File: src/rtl/switch_input_port_if.sv
// switch_input_port_if: switch, read-port and interrupt signals between the TramelBlaze and the switch input port
interface switch_input_port_if #(parameter int WIDTH = 16);
  logic [WIDTH-1:0] sw_in;
  logic [WIDTH-1:0] D_out;
  logic             RD;
  logic             ADDR;
  logic             int_req;
  logic             int_ack;
  modport slave (input sw_in, RD, ADDR, int_ack, output D_out, int_req);
  modport master (output sw_in, RD, ADDR, int_ack, input D_out, int_req);
endinterface

File: src/rtl/switch_input_port.sv
// switch_input_port: synchronized, debounced switch inputs with sticky change flags, read port and interrupt
module switch_input_port #(
  parameter int WIDTH    = 16,
  parameter int DB_COUNT = 500000,
  parameter int DB_W     = 19
) (
  input logic clock,
  input logic reset,
  switch_input_port_if.slave bus
);
  logic [WIDTH-1:0] s1, sync, sample_prev, debounced, flags, db_next, newset;
  logic [DB_W-1:0]  cnt;
  logic             tick;
  always_comb begin
    tick    = cnt == DB_W'(DB_COUNT - 1);
    db_next = tick ? (~(sync ^ sample_prev) & sync) | ((sync ^ sample_prev) & debounced) : debounced;
    newset  = db_next ^ debounced;
  end
  always_ff @(posedge clock) begin
    if (reset) begin
      s1          <= '0;
      sync        <= '0;
      sample_prev <= '0;
      debounced   <= '0;
      flags       <= '0;
      cnt         <= '0;
      bus.D_out   <= '0;
      bus.int_req <= 1'b0;
    end else begin
      s1          <= bus.sw_in;
      sync        <= s1;
      cnt         <= tick ? '0 : cnt + DB_W'(1);
      sample_prev <= tick ? sync : sample_prev;
      debounced   <= db_next;
      flags       <= bus.RD && bus.ADDR ? newset : flags | newset;
      bus.D_out   <= bus.RD ? (bus.ADDR ? flags : debounced) : bus.D_out;
      bus.int_req <= |newset | (bus.int_req & ~bus.int_ack);
    end
  end
endmodule
File: src/flat_wrapper.sv
// flat-port wrapper written by rule: the top's interface ports become plain ports
module switch_input_port_flat 
#(
  parameter int WIDTH    = 16,
  parameter int DB_COUNT = 500000,
  parameter int DB_W     = 19
)
  (clock, reset, bus_sw_in, bus_RD, bus_ADDR, bus_int_ack, bus_D_out, bus_int_req);
  switch_input_port_if #(.WIDTH(WIDTH)) bus_i ();
  input logic clock;
  input logic reset;
  input wire logic [$bits(bus_i.sw_in)-1:0] bus_sw_in;
  input wire logic [$bits(bus_i.RD)-1:0] bus_RD;
  input wire logic [$bits(bus_i.ADDR)-1:0] bus_ADDR;
  input wire logic [$bits(bus_i.int_ack)-1:0] bus_int_ack;
  output wire logic [$bits(bus_i.D_out)-1:0] bus_D_out;
  output wire logic [$bits(bus_i.int_req)-1:0] bus_int_req;
  assign bus_i.sw_in = bus_sw_in;
  assign bus_i.RD = bus_RD;
  assign bus_i.ADDR = bus_ADDR;
  assign bus_i.int_ack = bus_int_ack;
  assign bus_D_out = bus_i.D_out;
  assign bus_int_req = bus_i.int_req;
  switch_input_port #(.WIDTH(WIDTH), .DB_COUNT(DB_COUNT), .DB_W(DB_W)) u_core (.clock(clock), .reset(reset), .bus(bus_i));
endmodule
File: config.mk
export PLATFORM = sky130hd
export DESIGN_NAME = switch_input_port_flat
export DESIGN_NICKNAME = d
export VERILOG_FILES = /design/src/rtl/switch_input_port_if.sv /design/src/rtl/switch_input_port.sv /design/src/flat_wrapper.sv
export SDC_FILE = /design/constraint.sdc
export NUM_CORES = 1
export LEC_CHECK = 0
export CORE_MARGIN = 2
export CORE_UTILIZATION = 51
export DETAILED_ROUTE_END_ITERATION = 10
export GPL_TIMING_DRIVEN = 0
export PLACE_DENSITY = 0.74
export SLEW_MARGIN = 10
export SYNTH_ARGS = -nofsm -noshare
export SYNTH_HDL_FRONTEND = slang
export SYNTH_SLANG_ARGS = --single-unit
File: constraint.sdc
create_clock -name clock -period 1.65 [get_ports clock]
set_input_delay 0.4125 -clock clock [delete_from_list [all_inputs] [get_ports clock]]
set_output_delay 0.4125 -clock clock [all_outputs]
set_load 0.01 [all_outputs]
==> results.tsv, run 1 <==
metric	value	unit
area grow syn2layout	35.7	%
number of global-route vias before repair	3691	
Pleak	2.21	nW
outcome	complete, but fails checks	
global-route usage over all layers	22.5	%
routability cong.	0.790	
Synth warnings	0	
WP data arrival	2160	ps
Rel. slew slack	50.1	%
Vias/cell	5.53	
Antenna diodes	0	
CTS tree	yes	
CTS Sinks	116	
RSZ-0062 raised after global routing	yes	
fraction of registers with async set/reset	0	%
DRT antenna net count	0	
Synth Flop Type	dfxtp_1	
cell count after synthesis	501	
DP Wirelength	6740	µm
share of cells above drive strength 1	22.0	%
Psw	0.00149	W
critical path endpoint category	flop	
period utilization	108	%
mapped cell area	0.00454	mm²
grt ovf	0	
WL met2	5600	µm
Internal	0.00533	W
Post-Route Utilization	70.9	%
Maximum Capacitance Violations	0	
Detailed Routing Iterations Pass 1	5	
Setup Skew	6.51	ps
IO Count	38	
CP required	2030	ps
Pwr per Cell Area	1110	mW/mm²
routed wl met3	537	µm
Initial Util	52.3	%
register area share after synthesis	51.2	%
fmax	562	MHz
CP max stage cell	dfxtp_2	
overall die height	98.3	µm
Total Wirelength	11000	µm
Logic pwr share	4.2	%
Worst IR Drop VDD	0.725	mV
clock buffer depth	2	
post-synth net total	523	
power share of the sequential group	42.6	%
failing checks	negative setup slack	
min Tclk post-route	1780	ps
DR DRC count	0	
M1 WL	4680	µm
final hold vios	0	
Avg Inst Size Synth	9.06	µm²
pin count of the biggest net entering global routing	17	
highest metal used	met4	
DR vias	3840	
Rows	34	
ranking of synthesized cells by area	dfxtp_1 (51%), nand2b_1 (4.7%), nor2_1 (4.6%), nor2b_1 (4.4%), o22ai_1 (4.4%)	
CP Class	reg -> reg	
net count reported at finish	595	
Max H-tree Level	4	
Setup-failing EPs final	59	
Reg clk slew, reported paths	60	ps
DIE WIDTH	98.3	µm
CTS Buf Count	17	
Clock power frac	53.2	%
I/O Buffers	34	
root buffer cell	clkbuf_8	
Critical Path Start Type	flop	
Wirelength per Cell	15.9	µm
DRT iter0 DRCs	237	
core area	0.00868	mm²
number of synthesized flops with an enable pin	0	
Clock Latency Late Sink	520	ps
final instance area	0.00616	mm²
Switching Fraction	21.9	%
slack of the critical path	-129	ps
share of the synthesized area in the top cell type	51.2	%
Die Footprint	0.00967	mm²
initial antenna violation count	0	
CP Cell Sequence	nor4b_4, and4_4, buf_6, nand4_4, clkbuf_8, o21ai_1, o22ai_1	
Yosys reg bits	116	
FILL cells	639	
Cell Area, Placed	0.00501	mm²
largest stage delay on the critical path	330	ps
Synth cell types	30	
area leader, netlist	dfxtp_1	
first-pass GRT wire length	17100	µm
Final Max Slew Viols	0	
Crit Path Max Fanout	7	
path category of the worst min-delay check	in -> reg	
Worst-Margin Slew	749	ps
## power groups by stage
stage / Clock [W] / Sequential, W / Combinational (W)
2_1_floorplan: 0 / 0.00296 / 0.000143
6_report: 0.00363 / 0.00291 / 0.000289
3_3_place_gp: 0 / 0.00296 / 0.000265
5_1_grt: 0.00378 / 0.00291 / 0.000315
4_1_cts: 0.00365 / 0.00290 / 0.000264
3_5_place_dp: 0 / 0.00296 / 0.000269
## path summary, 6_finish.rpt
kind	start	to	slack, ps	depth (start not counted)
max reg2reg	u_core.cnt[10]	u_core.debounced[2]	-130	7
min reg2reg	u_core.s1[2]	u_core.sync[2]	430	1
max	u_core.cnt[10]	u_core.debounced[2]	-130	7
min	bus_RD	u_core.bus.D_out[1]	240	3
## critical path: cells and delay by family (launching register included)
family          cells  cell delay (ps)
compound gates      2              250
simple gates        3              720
flops               1              330
buf+inv             2              320
## repair_timing
item | 4_1_cts | 5_1_grt
endpoints found under the setup margin | 73 | 65
pin swaps | 9 | 24
gates resized for setup | 70 | 58
setup buffers | 10 | 4
hold buffers | 0 | 0
gates cloned | 3 | 2
## layout by cell type (no fill, tap or decap), drive strengths merged, types with 26 or more instances in the layout
cell type and n:
nor2 55, dfxtp 116, o22ai 32, nor2b 32
nand2b 34, buf 26, clkbuf 41, nand2 51
a21oi 32
## per-layer routing
layer / GRT usage, % / vias up
met5: 0 / -
met4: 11.9 / 0
met3: 5.80 / 26
met2: 39.1 / 124
met1: 25.4 / 1803
li1: - / 1887
## per-stage QoR
step / TNS [ps] / power (W) / setup slack, ps / instances / hold slack [ps]
finish: -4700 / 0.00682 / -129 / 694 / 244
global placement: -12870 / 0.00322 / -304 / 643 / 417
detailed placement: -12560 / 0.00323 / -305 / 643 / 423
global route: -8910 / 0.00701 / -217 / 694 / 273
CTS: -584 / 0.00682 / -78.7 / 688 / 227
floorplan: 0 / 0.00311 / 84.8 / 501 / 414
## cell type report
type / instances / area, µm² / share of cell area [%]
buffer: 30 / 213 / 3.45
timing repair buffer: 53 / 574 / 9.33
multi-input combinational: 351 / 2290 / 37.2
sequential: 116 / 2340 / 38.0
clock inverter: 14 / 161 / 2.62
tap: 108 / 135 / 2.19
inverter: 4 / 15.0 / 0.244
clock buffer: 18 / 428 / 6.95
## registers in the layout, summed over array words and instances, names as in the netlist
name,cells
u_core.s1,16
u_core.sample_prev,16
u_core.debounced,16
u_core.sync,16
u_core.flags,16
u_core.bus.int_req,1
u_core.cnt,19
u_core.bus.D_out,16
## synth_stat cells (2+ instances only)
cell type and instances:
dfxtp_1 116, nor2_1 55, nand2_1 51, nand2b_1 34
nor2b_1 32, o22ai_1 32, a21oi_1 22, clkbuf_1 20
a211oi_1 16, a22oi_1 16, mux2i_1 16, o21ai_0 16
xnor2_1 12, a21oi_2 10, nand3_1 10, buf_2 7
nor4_1 6, and3_1 5, xor2_1 5, inv_1 4
nor3_1 4, and4_1 2, buf_4 2, nor4b_1 2
## cell families after synthesis
family                   Yosys count  synth area share [%]
multiplexers                      16                  3.53
buffers and inverters             34                  3.34
AND/OR/NAND/NOR                  204                  22.4
XOR/XNOR                          17                  3.28
adder cells (fa/ha/maj)            1                 0.276
AO/OA/AOI/OAI                    113                  16.0
flip-flops                       116                  51.2
Power figures use the tool's default switching activity.
==> inputs of run 2 (changes only) <==
- CORE_UTILIZATION: 51 -> 45
- CTS_CLUSTER_SIZE: default -> 40
- PLACE_DENSITY: 0.74 -> 0.67
==> results.tsv, run 2 (same netlist as run 1, synthesis figures left out) <==
metric	value	unit
outcome	complete, but fails checks	
failing checks	negative setup slack	
clock buffer depth	2	
commonest non-fill, non-tap cell in the layout	dfxtp_1	
Clock Latency Late Sink	510	ps
Die Footprint	0.0109	mm²
overall die height	104	µm
Vias/cell	5.28	
Placed Cells	668	
final instance area	0.00613	mm²
net count reported at finish	594	
fmax	562	MHz
Worst-Margin Slew	686	ps
Hold Startpoint	bus_RD	
Crit Path Max Fanout	5	
Detailed Routing Iterations Pass 1	5	
Hold WS	267	ps
max FFs per register	19	
global-route usage over all layers	20.4	%
DR DRC count	0	
final hold vios	0	
Hold EP	u_core.bus.D_out[0]	
Rel. slew slack	54.3	%
Worst IR Drop VDD	0.587	mV
Wirelength per Cell	15.2	µm
RSZ-0062 raised after global routing	yes	
Setup Skew	8.87	ps
core area	0.00977	mm²
share of cells above drive strength 1	19.6	%
initial antenna violation count	0	
CTS Sinks	116	
CP Class	reg -> reg	
Pwr per Cell Area	1060	mW/mm²
slack of the critical path	-128	ps
CP required	2090	ps
worst reg-to-reg setup slack	-130	ps
largest stage delay on the critical path	360	ps
commonest cells after routing, fill and taps aside	dfxtp_1 (113), nor2_1 (55), nand2_1 (41)	
IO Count	38	
DR vias	3777	
reg-to-reg endpoint	u_core.sample_prev[6]	
CTS Buf Count	17	
root buffer cell	clkbuf_8	
Antenna diodes	0	
R2R Path Start	u_core.cnt[7]	
I/O Buffers	34	
Rows	36	
Reg with most FFs	u_core.cnt	
Pleak	2.24	nW
pin count of the biggest net entering global routing	17	
min Tclk post-route	1780	ps
CTS tree	yes	
worst r2r path cells	8	
Cell Area, Placed	0.00504	mm²
Maximum Capacitance Violations	0	
path category of the worst min-delay check	in -> reg	
period utilization	108	%
Final Max Slew Viols	0	
most frequent CP cell	and4_4	
CTS Hold Bufs	0	
Reg clk slew, reported paths	60	ps
DRT antenna net count	0	
DIE WIDTH	104	µm
grt ovf	0	
CP max stage cell	dfxtp_4	
Max H-tree Level	4	
DP Wirelength	6820	µm
Critical Path Start Type	flop	
critical path endpoint category	flop	
Setup-failing EPs final	56	
Worst Hold Depth	3	
area grow syn2layout	35.1	%
routability cong.	0.810	
Total Wirelength	10900	µm
Initial Util	46.4	%
WP data arrival	2210	ps
number of global-route vias before repair	3674	
non-filler instance count after layout	715	
DRT iter0 DRCs	215	
CP Cell Sequence	nor4b_4, and4_4, and4_4, buf_8, buf_12, buf_16, nand2_4, a21oi_2	
first-pass GRT wire length	17700	µm
-- run 2: final cells by class --
class                      instances  area (µm²)
fill                             852        3640
clock buffer                      25         494
timing repair buffer              52         583
inverter                           4        15.0
multi-input combinational        351        2280
buffer                            30         211
sequential                       116        2330
clock inverter                     4        47.5
tap                              133         166
-- run 2: critical path, delay by kind of cell, from the launching register on --
kind                   cells  cell delay (ps)
AND/OR/NAND/NOR            4              830
AO/OA/AOI/OAI              1              130
buffers and inverters      3              380
flip-flops                 1              360
-- run 2: power by group --
part	internal [W]	switching (W)	leakage, nW
Sequential	0.00287	0.0000430	0.946
Clock	0.00216	0.00115	0.266
Combinational	0.000136	0.000139	1.03
Total	0.00516	0.00134	2.24
-- run 2: how the worst max path moves through the flow --
stage                         startpoint                endpoint  slack (ps)  cells after the start
final                      u_core.cnt[7]   u_core.sample_prev[6]        -130                      8
after global routing       u_core.cnt[7]     u_core.debounced[4]        -190                      7
after CTS                  u_core.cnt[7]         u_core.flags[1]        -110                      8
after detailed placement           reset  u_core.sample_prev[11]        -310                      4
after global placement             reset  u_core.sample_prev[11]        -300                      4
after floorplan           u_core.cnt[14]          u_core.cnt[11]          80                      7
-- run 2: stage by stage --
step	setup WS, ps	total power (W)	TNS (ps)	util, %
6_report	-128	0.00650	-4590	62.7
4_1_cts	-111	0.00652	-3820	61.8
3_3_place_gp	-305	0.00322	-15040	51.6
5_1_grt	-191	0.00672	-8640	62.7
2_1_floorplan	84.8	0.00311	0	-
3_5_place_dp	-309	0.00323	-15350	51.6
-- run 2: timing repair --
action                                  CTS  global route
endpoints found under the setup margin   83            66
pin swaps                                21            13
buffers inserted                          9             4
gates resized for setup                 108            14
gates cloned                              6             1
-- run 2: metal layers --
layer | GRT usage, % | wire length [µm] | vias up
met2 | 34.9 | 5450 | 116
met5 | 0 | 0 | -
met4 | 8.30 | 218 | 0
met3 | 4.95 | 476 | 23
met1 | 24.4 | 4740 | 1757
li1 | - | - | 1881
